[config.mk]
export PLATFORM = sky130hd
export DESIGN_NAME = xbar_out_arbiter
export DESIGN_NICKNAME = d
export VERILOG_FILES = /design/src/rtl/xbar_out_arbiter.sv
export SDC_FILE = /design/constraint.sdc
export NUM_CORES = 1
export LEC_CHECK = 0
export CAP_MARGIN = 20
export CORE_AREA = 2 2 133 135
export DETAILED_ROUTE_END_ITERATION = 7
export DIE_AREA = 0 0 135 137
export GPL_TIMING_DRIVEN = 0
export MAX_ROUTING_LAYER = met4
export PLACE_DENSITY = 0.82
export SYNTH_ARGS = -nofsm -noshare
export SYNTH_HDL_FRONTEND = slang
export SYNTH_SLANG_ARGS = --single-unit
export TNS_END_PERCENT = 30
[constraint.sdc]
create_clock -name clk -period 7.05 [get_ports clk]
set_input_delay 1.0575 -clock clk [delete_from_list [all_inputs] [get_ports clk]]
set_output_delay 1.0575 -clock clk [all_outputs]
set_load 0.05 [all_outputs]
[src/rtl/xbar_out_arbiter.sv]
// Round-robin NUM_IN:1 output arbiter with a registered valid/ready output stage.
// Define XBAR_PKT_LOCK_EN to hold the grant for a whole packet (in_last-delimited).
module xbar_out_arbiter #(
  parameter int NUM_IN     = 4,
  parameter int DATA_WIDTH = 64,
  localparam int PTR_W     = (NUM_IN > 1) ? $clog2(NUM_IN) : 1
) (
  input  logic                         clk,
  input  logic                         rst_n,
  input  logic [NUM_IN*DATA_WIDTH-1:0] in_data,
  input  logic [NUM_IN-1:0]            in_valid,
  input  logic [NUM_IN-1:0]            in_last,
  output logic [NUM_IN-1:0]            in_ready,
  output logic [DATA_WIDTH-1:0]        out_data,
  output logic                         out_valid,
  output logic                         out_last,
  input  logic                         out_ready,
  output logic [NUM_IN-1:0]            grant
);

  localparam logic [PTR_W:0] NUM_IN_W = (PTR_W+1)'(NUM_IN);

  typedef enum logic {IDLE, LOCKED} state_t;

  state_t                  state_q, state_d;
  logic [NUM_IN-1:0]       lock_grant_q, lock_grant_d;
  logic [PTR_W-1:0]        rr_ptr_q, rr_ptr_d;
  logic [DATA_WIDTH-1:0]   out_data_q, out_data_d;
  logic                    out_valid_q, out_valid_d;
  logic                    out_last_q, out_last_d;

  logic [DATA_WIDTH-1:0]   ch_data [NUM_IN];
  logic [NUM_IN-1:0]       rr_grant;
  logic                    found;
  logic [PTR_W:0]          idx_sum, idx_wrap;
  logic [PTR_W-1:0]        gnt_idx;
  logic [PTR_W:0]          ptr_inc;
  logic [PTR_W-1:0]        ptr_wrap;
  logic                    stage_free;
  logic                    accept;

  genvar gi;
  generate
    for (gi = 0; gi < NUM_IN; gi++) begin : g_unpack
      assign ch_data[gi] = in_data[gi*DATA_WIDTH +: DATA_WIDTH];
    end
  endgenerate

  // First requester at or after rr_ptr, wrapping explicitly so non-power-of-2 NUM_IN works.
  always_comb begin
    rr_grant = '0;
    found    = 1'b0;
    idx_sum  = '0;
    idx_wrap = '0;
    for (int k = 0; k < NUM_IN; k++) begin
      idx_sum  = {1'b0, rr_ptr_q} + (PTR_W+1)'(k);
      idx_wrap = (idx_sum >= NUM_IN_W) ? (idx_sum - NUM_IN_W) : idx_sum;
      if (!found && in_valid[idx_wrap[PTR_W-1:0]]) begin
        rr_grant[idx_wrap[PTR_W-1:0]] = 1'b1;
        found = 1'b1;
      end
    end
  end

  assign grant      = !rst_n ? '0 : ((state_q == LOCKED) ? lock_grant_q : rr_grant);
  assign stage_free = !out_valid_q || out_ready;
  assign in_ready   = grant & {NUM_IN{stage_free}};
  assign accept     = |(in_valid & in_ready);

  always_comb begin
    gnt_idx = '0;
    for (int i = 0; i < NUM_IN; i++) begin
      if (grant[i]) gnt_idx = PTR_W'(i);
    end
  end

  assign ptr_inc  = {1'b0, gnt_idx} + (PTR_W+1)'(1);
  assign ptr_wrap = (ptr_inc >= NUM_IN_W) ? '0 : ptr_inc[PTR_W-1:0];

  always_comb begin
    state_d      = state_q;
    lock_grant_d = lock_grant_q;
    rr_ptr_d     = rr_ptr_q;
    out_data_d   = out_data_q;
    out_valid_d  = out_valid_q;
    out_last_d   = out_last_q;

    if (accept) begin
      out_data_d  = ch_data[gnt_idx];
      out_last_d  = in_last[gnt_idx];
      out_valid_d = 1'b1;
    end else if (out_ready) begin
      out_valid_d = 1'b0;
    end

`ifdef XBAR_PKT_LOCK_EN
    if (accept) begin
      if (in_last[gnt_idx]) begin
        rr_ptr_d     = ptr_wrap;
        state_d      = IDLE;
        lock_grant_d = '0;
      end else if (state_q == IDLE) begin
        state_d      = LOCKED;
        lock_grant_d = grant;
      end
    end
`else
    // Without locking every beat is its own arbitration round.
    if (accept) rr_ptr_d = ptr_wrap;
`endif
  end

  always_ff @(posedge clk or negedge rst_n) begin
    if (!rst_n) begin
      state_q      <= IDLE;
      lock_grant_q <= '0;
      rr_ptr_q     <= '0;
      out_data_q   <= '0;
      out_valid_q  <= 1'b0;
      out_last_q   <= 1'b0;
    end else begin
      state_q      <= state_d;
      lock_grant_q <= lock_grant_d;
      rr_ptr_q     <= rr_ptr_d;
      out_data_q   <= out_data_d;
      out_valid_q  <= out_valid_d;
      out_last_q   <= out_last_d;
    end
  end

  assign out_data  = out_data_q;
  assign out_valid = out_valid_q;
  assign out_last  = out_last_q;

endmodule
# == Yosys cells after proc, flatten, opt, wreduce, memory -nomap -nowiden ==
# Cells that the tools add are included.
# word_totals
register_bits,68
in_bits,267
wordCells,86
# op_classes
add_sub_neg,8
n_lt_le_gt_ge,15
n_mux,39
bitwise_logic,6
n_reduce_logical,14
# op_table
operator,n
$bmux 64 s2,1
$mux 64,2
$mux 4,5
$ge 3x3->1 const B,5
$lt 2x3->1 const B,5
$mux 1,15
$mux 2,7
$or 4x4->4,3
$bmux 1 s2,5
$and 4x4->4,2
$demux 1 s2,4
$ge 2x1->1 const B,4
$sub 2x1->2 const B,4
$logic_and 1x1->1,7
$add 2x1->3 const B,2
$add 2x2->3 const B,2
$logic_not 1->1,4
$reduce_or 4->1,1
$ge 2x3->1 const B,1
$not 2->3,1
$reduce_bool 2->1,1
$logic_or 1x1->1,1

# == Longest topological paths before layout ==
# Gate-level depths: netlist (run 1).
# logic_depth
word_depth,22
ltp_mapped,13
ltp_nobuf,9

# == Worst setup path after synthesis (run 1) ==
# No wires, ideal clock.
# synth_timing
path_kind,register -> output
startpoint,reg rr_ptr_q[0]
endpoint,out in_ready[2]
arrival_ns,3.643
required_time_ns,5.992
setup_slack_ns,2.349
path_stages_with_launch,12
path_buffers,4
cell_sequence,dfrtp_1 > buf_2 > inv_1 > ha_1 > clkbuf_1 > mux2_2 > mux2i_1 > a221oi_2 > a2bb2oi_2 > buf_2 > buf_2 > nor3_1
# synth_via
elab_chain_len,16
elab_cells_between_ends,61
# synth_rtl
item,line_no,rtl
"start, declared",27,"logic [PTR_W-1:0] rr_ptr_q, rr_ptr_d;"
"start signal, assigned",124,rr_ptr_q <= rr_ptr_d;
branches (longest 13 deep; another with $add 2x1->3),n/a,
$mux 4 (*),58,if (!found && in_valid[idx_wrap[PTR_W-1:0]]) begin
$mux 4 (*),65,assign grant = !rst_n ? '0 : ((state_q == LOCKED) ? lock_grant_q : rr_grant);
$and 4x4->4 (*),67,assign in_ready = grant & {NUM_IN{stage_free}};
"end, declared",13,"output logic [NUM_IN-1:0] in_ready,"
# Mark *: on every way between the ends. The select of a mux whose other input is x is not followed.

# == Worst setup path after layout (run 1) ==
# Same ends and word-level chain as after synthesis.

==> results of run 1 <==
layout by cell type (no fill, tap or decap), drive strengths merged, types with 2 or more instances in the layout:
cell           instances
a2bb2oi                3
o22ai                  5
or3                   65
a21oi                  4
ha                     8
a31oi                  2
nand3                  3
nand2b                 5
mux2                   3
buf                   17
inv                   70
a221oi                 2
clkbuf                59
clkdlybuf4s50        339
nor3                   2
dfrtp                 68
nor2b                  4
clkinv                 2
nand2                 11
o32a                  65
and2                   5
o221ai                65
a31o                   2
nor2                   3
mux2i                 72
mux4                   4
registers in the layout, indices dropped and copies added, names as in the netlist:
signal,count
rr_ptr_q,2
out_data,64
out_last,1
out_valid,1
synth_stat cells, types with 2 or more instances:
cell type | number | area [um^2]
mux2_2 | 3 | 33.8
dfrtp_1 | 68 | 1700
or3_1 | 65 | 407
mux2i_1 | 72 | 721
nor3_1 | 2 | 10.0
ha_1 | 8 | 100
inv_1 | 70 | 263
o32a_1 | 65 | 651
and2_1 | 4 | 25.0
buf_4 | 2 | 15.0
nand2b_1 | 5 | 31.3
nor2b_1 | 4 | 25.0
o221ai_1 | 65 | 569
nand3_1 | 3 | 15.0
buf_2 | 11 | 55.1
buf_6 | 2 | 22.5
nand2_1 | 11 | 41.3
o22ai_1 | 5 | 31.3
nor2_1 | 3 | 11.3
a2bb2oi_1 | 2 | 17.5
mux4_2 | 4 | 90.1
a21oi_1 | 4 | 20.0
clkbuf_1 | 46 | 173
logic make-up (layout without fill, tap and decap cells):
| logic type | count (synthesis) | count (layout) | synth area share (%) |
|---|---|---|---|
| buffers and inverters | 131 | 487 | 10.2 |
| AO/OA/AOI/OAI | 154 | 154 | 27.2 |
| multiplexers | 79 | 79 | 16.3 |
| AND/OR/NAND/NOR | 102 | 102 | 11.7 |
| flip-flops | 68 | 68 | 32.8 |
| adder cells (fa/ha/maj) | 8 | 8 | 1.93 |
worst paths after layout:
kind / from / endpoint / slack (ps)
worst max-delay path: rr_ptr_q[0] / in_ready[2] / 1010
worst min-delay path: rst_n / out_data[3] / 520
worst max register to register: rr_ptr_q[0] / out_data[26] / 2470
worst min register to register: out_data[44] / out_data[44] / 520
max in group asynchronous: rst_n / out_data[43] / 5960
min in group clk: out_data[44] / out_data[44] / 520
metrics by stage:
step	setup TNS (ps)	power, mW	hold WS (ps)	cell area (um^2)
6_report	0	4.30	515	9170
3_5_place_dp	0	3.86	509	8900
3_3_place_gp	-1060	3.82	505	8880
5_1_grt	0	4.53	511	9170
2_1_floorplan	0	2.79	750	5190
4_1_cts	0	4.30	513	9170
cell type report:
class	instances	area [um^2]	share of cell area, %
Buffer	61	265	2.89
Tap cell	225	282	3.07
Timing Repair Buffer	341	3430	37.4
Sequential cell	68	1700	18.6
Multi-Input combinational cell	343	2960	32.3
Clock buffer	13	260	2.84
Clock inverter	2	10.0	0.109
Inverter	70	263	2.86
worst register-to-register path, delay by kind of cell (launching register included):
family	cells	cell delay, ps
adder cells (fa/ha/maj)	1	330
buffers and inverters	5	1620
multiplexers	2	470
AO/OA/AOI/OAI	5	1620
flip-flops	1	460
power groups by stage:
stage | clock network (mW) | registers (mW) | logic, mW
5_1_grt | 0.455 | 0.729 | 3.34
3_5_place_dp | 0 | 0.709 | 3.15
3_3_place_gp | 0 | 0.704 | 3.12
2_1_floorplan | 0 | 1.37 | 1.41
4_1_cts | 0.436 | 0.705 | 3.16
6_report | 0.428 | 0.705 | 3.17
per-layer routing:
metal  part of all wire (%)  vias up
met5                      0        -
li1                       -     2824
met3                    6.3       46
met1                     40     2982
met4                    2.7        0
met2                     51      298
==> results.json, run 1 <==
{
  "status": "completed",
  "grt_max_degree": 67,
  "synth-seq-area-share_pct": 32.8,
  "p_per_area_nw_per_um2": 469,
  "detail-route-antenna-nets": 0,
  "layout-drive-gt1-share_pct": 4.79,
  "ys_types": 41,
  "clk_latency_ps": 340,
  "ys_ff_latch": 68,
  "root_buffer": "clkbuf_16",
  "timing.final.crit_period_ps": 6040,
  "syn_inst": 542,
  "max_freq_mhz": 165,
  "p_sw_mw": 2.25,
  "busiest_layer": "met2",
  "htree_num_levels": 3,
  "dp_slack_ps": 1120,
  "min_period_over_period_pct": 85.7,
  "die_w_um": 135,
  "num_vias": 6150,
  "clock-sinks": 68,
  "cts_tree": "done",
  "seqPwrFrac_pct": 16.4,
  "fin_util_pct": 53.8,
  "dp_hpwl_mm": 17.7,
  "use_met2_pct": 42.9,
  "synth_nets": 817,
  "hold_class": "input port to asynchronous set/reset pin",
  "drt_iter0_drc": 413,
  "maxCapViolCount": 0,
  "slowest_delay_ps": 720,
  "hold_viol": 0,
  "rsz0062_at_grt": "false",
  "cts_setup_buffers": 0,
  "crit_family": "buffers and inverters",
  "ff2ff_path_depth": 13,
  "vias_per_cell": 5.48,
  "yosys_warnings": 0,
  "gp_congestion": 0.898,
  "path_buf_inv": 6,
  "die_area_um2": 18500,
  "met1_usage_pct": 29.6,
  "io_pins": 341,
  "die_h_um": 137,
  "endpoint_kind": "output port",
  "layout.nets": 1169,
  "synth_area_per_cell_um2": 9.58,
  "relSlewSlack_pct": 33.5,
  "placementRows": 48,
  "antenna_found_initial": 0,
  "pwr-share-comb_pct": 73.7,
  "drt_wl_total_mm": 23.4,
  "crit_fanout": 10,
  "required_ps": 5990,
  "start_util_pct": 30.4,
  "overflow": 0,
  "power_frac_clock_pct": 9.9,
  "fin_skew_ps": 8.07,
  "cp.depth": 12,
  "cp_cell_sequence": "buf_2, inv_1, ha_1, clkbuf_1, mux2_2, and2_1, a221oi_2, a2bb2oi_2, buf_2, buf_2, nor3_1, clkdlybuf4s50_1",
  "cts_resized": 0,
  "syn_area_um2": 5190,
  "dp_cells": 1108,
  "tightest_slew_ps": 998,
  "ir_worst_vdd_uv": 201,
  "async_flop_share_pct": 100,
  "crit_path_frequent_cell": "buf_2",
  "crit_type": "register to output port",
  "slew_viol_final": 0,
  "ctsHoldBuffers": 0,
  "power.leakage_nw": 3.63,
  "synth_edf_count": 0,
  "grt_pass1_vias": 6301,
  "swShare_pct": 52.3,
  "cell_internal_pwr_mw": 2.05,
  "clk_path_buf_depth": 2,
  "clk_pin_slew_ps": 60,
  "wire_per_inst_um": 20.8,
  "drc": 0,
  "fill_cells": 1576,
  "setup_slack_ps": 1010,
  "grtUsageMet3_pct": 5.19,
  "worstPathArrival_ps": 4990,
  "cts_buffers": 9,
  "grt_pass1_wl_mm": 34.4,
  "design.core.area_um2": 17100,
  "finalSetupViolations": 0,
  "synthFlopType": "dfrtp_1",
  "final_cell_count_no_fill": 1123,
  "first_pass_iters": 5,
  "grt_util_all_layers_pct": 25.0,
  "num_antenna_cells": 0,
  "port-buffer-count": 340,
  "cp_slowest_cell": "clkdlybuf4s50_1",
  "start_kind": "register",
  "synthToLayoutAreaGrowth_pct": 76.7
}
No activity file was read; power rests on OpenSTA's default activity.
==> inputs of run 2 (changes only) <==
CTS_BUF_LIST = sky130_fd_sc_hd__clkbuf_8   (was default)
==> run 2 against run 1 <==
  * Via count shrank 0.13%
  * Clock skew shrank 1.7 ps
  * Maximum frequency grew 0.53%
  * Sequential share of layout area grew 0.21 points
  * Wire length shrank 0.26%
  * Highest routed layer unchanged
  * Largest cell class unchanged
  * Core utilization shrank 0.59 points
  * Critical endpoint unchanged
  * Cell count is the same
  * Count of clock-buffer cells in the layout shrank 2
==> results.json, run 2 (synthesized netlist as in run 1, its figures left out) <==
{
  "cts_tree": "done",
  "slew_viol_final": 0,
  "dp_cells": 1108,
  "start_util_pct": 30.4,
  "grt_pass1_vias": 6274,
  "drc": 0,
  "grt_util_all_layers_pct": 25.0,
  "ir_worst_vdd_uv": 199,
  "ctsHoldBuffers": 0,
  "timing.final.crit_period_ps": 6010,
  "crit_type": "register to output port",
  "ff2ff_path_depth": 13,
  "gp_congestion": 0.898,
  "die_h_um": 137,
  "num_antenna_cells": 0,
  "status": "completed",
  "wire_per_inst_um": 20.8,
  "worst_r2r_startpoint": "rr_ptr_q[0]",
  "max_freq_mhz": 166,
  "placementRows": 48,
  "io_pins": 341,
  "hold_class": "input port to asynchronous set/reset pin",
  "layout-drive-gt1-share_pct": 4.79,
  "rsz0062_at_grt": "false",
  "cts_buffers": 9,
  "largest_register_ff_count": 64,
  "critPathLaunch": "rr_ptr_q[0]",
  "cts_setup_buffers": 0,
  "final_area_um2": 9070,
  "port-buffer-count": 340,
  "clk_latency_ps": 350,
  "fill_cells": 1582,
  "tightest_slew_ps": 976,
  "antenna_found_initial": 0,
  "overflow": 0,
  "detail-route-antenna-nets": 0,
  "crit_fanout": 10,
  "maxCapViolCount": 0,
  "clock-sinks": 68,
  "dp_hpwl_mm": 17.7,
  "root_buffer": "clkbuf_8",
  "start_kind": "register",
  "cp_slowest_cell": "clkdlybuf4s50_1",
  "htree_num_levels": 3,
  "cp_cell_sequence": "buf_2, inv_1, ha_1, clkbuf_1, mux2_2, and2_1, a221oi_2, a2bb2oi_2, buf_2, buf_2, nor3_1, clkdlybuf4s50_1",
  "fin_tns_setup_ps": 0,
  "die_w_um": 135,
  "first_pass_iters": 5,
  "final_common_cell": "clkdlybuf4s50_1",
  "worstPathArrival_ps": 4950,
  "required_ps": 5990,
  "hold_viol": 0,
  "regToRegEndpoint": "out_data[26]",
  "power.leakage_nw": 3.59,
  "num_vias": 6142,
  "cts_resized": 0,
  "relSlewSlack_pct": 34.9,
  "dpl_cell_area_um2": 8900,
  "layout.nets": 1169,
  "r2r_slack_ps": 2530,
  "grt_pass1_wl_mm": 34.3,
  "design.core.area_um2": 17100,
  "clk_pin_slew_ps": 80,
  "most-common-layout-cells": "339 x clkdlybuf4s50_1, 72 x inv_1, 72 x mux2i_1, 68 x dfrtp_1",
  "die_area_um2": 18500,
  "fin_skew_ps": 6.41,
  "p_per_area_nw_per_um2": 459,
  "whs_ps": 505,
  "power_mw": 4.17,
  "drt_wl_total_mm": 23.3,
  "crit_path_end": "in_ready[2]",
  "clk_path_buf_depth": 2,
  "finalSetupViolations": 0,
  "final_cell_count_no_fill": 1123,
  "min_period_over_period_pct": 85.3,
  "synthToLayoutAreaGrowth_pct": 74.7,
  "grt_max_degree": 67,
  "crit_path_frequent_cell": "buf_2",
  "slowest_delay_ps": 720,
  "endpoint_kind": "output port",
  "drt_iter0_drc": 431,
  "vias_per_cell": 5.47
}
==> run 2: worst min path at each step <==
stage,from,to,cells after the start
after global placement,out_data[11],out_data[11],2
final,rst_n,out_data[3],1
after detailed placement,out_data[58],out_data[58],2
after global routing,rst_n,out_data[2],1
after CTS,rst_n,out_data[3],1
after floorplan,out_data[20],out_data[20],2
==> run 2: critical path, delay by kind of cell, from the launching register on <==
| family | cells | cell delay (ps) |
|---|---|---|
| buffers and inverters | 6 | 2240 |
| AOI/OAI and AO/OA | 2 | 920 |
| DFF | 1 | 450 |
| muxes | 1 | 400 |
| adders and majority gates | 1 | 320 |
| and+or+nand+nor | 2 | 260 |
==> run 2: layer usage <==
layer | track usage [%] | up-vias | wire length [um]
li1 | - | 2821 | -
met1 | 29.7 | 2970 | 9360
met2 | 42.5 | 303 | 11800
met3 | 4.81 | 48 | 1540
met4 | 8.51 | 0 | 673
met5 | - | - | 0
==> run 2: where the power goes <==
part | internal [mW] | switching (mW) | total [mW]
Combinational | 1.19 | 1.97 | 3.16
Sequential | 0.599 | 0.105 | 0.704
Clock | 0.142 | 0.157 | 0.298
==> run 2: area by class of cell <==
| type | instances | area (um^2) | share of cell area (%) |
|---|---|---|---|
| plain buffers | 61 | 265 | 2.92 |
| clock buffers | 11 | 151 | 1.67 |
| clock inverters | 4 | 17.5 | 0.193 |
| inverters | 70 | 263 | 2.90 |
| multi-input cells | 343 | 2960 | 32.7 |
| flip-flops and latches | 68 | 1700 | 18.8 |
| well taps | 225 | 282 | 3.10 |
| repair buffers | 341 | 3430 | 37.8 |
==> run 2: through the flow <==
step | worst slack [ps] | utilization [%]
2_1_floorplan | 2350 | -
3_3_place_gp | -370 | 52.0
3_5_place_dp | 1120 | 52.2
4_1_cts | 984 | 53.2
5_1_grt | 757 | 53.2
6_report | 1040 | 53.2
==> inputs of run 3 (changes only) <==
--- a/config.mk
+++ b/config.mk
@@ -9,4 +9,5 @@
 export CORE_AREA = 2 2 133 135
 export CTS_BUF_LIST = sky130_fd_sc_hd__clkbuf_8
+export CTS_CLUSTER_DIAMETER = 60
 export DETAILED_ROUTE_END_ITERATION = 7
 export DIE_AREA = 0 0 135 137
==> constraint.sdc (replaced) <==
create_clock -name clk -period 7.05 [get_ports clk]
set_input_delay 1.0575 -clock clk [delete_from_list [all_inputs] [get_ports clk]]
set_output_delay 1.0575 -clock clk [all_outputs]
set_load 0.01 [all_outputs]
==> results of run 3 <==
Same layout as run 2 (identical final DEF). Status: completed.
Among the figures that moved: setup slack after placement 1120 ps -> 1350 ps; setup slack after layout 1040 ps -> 1260 ps; total power 4.17 mW -> 3.52 mW; worst IR drop on VDD 199 uV -> 182 uV
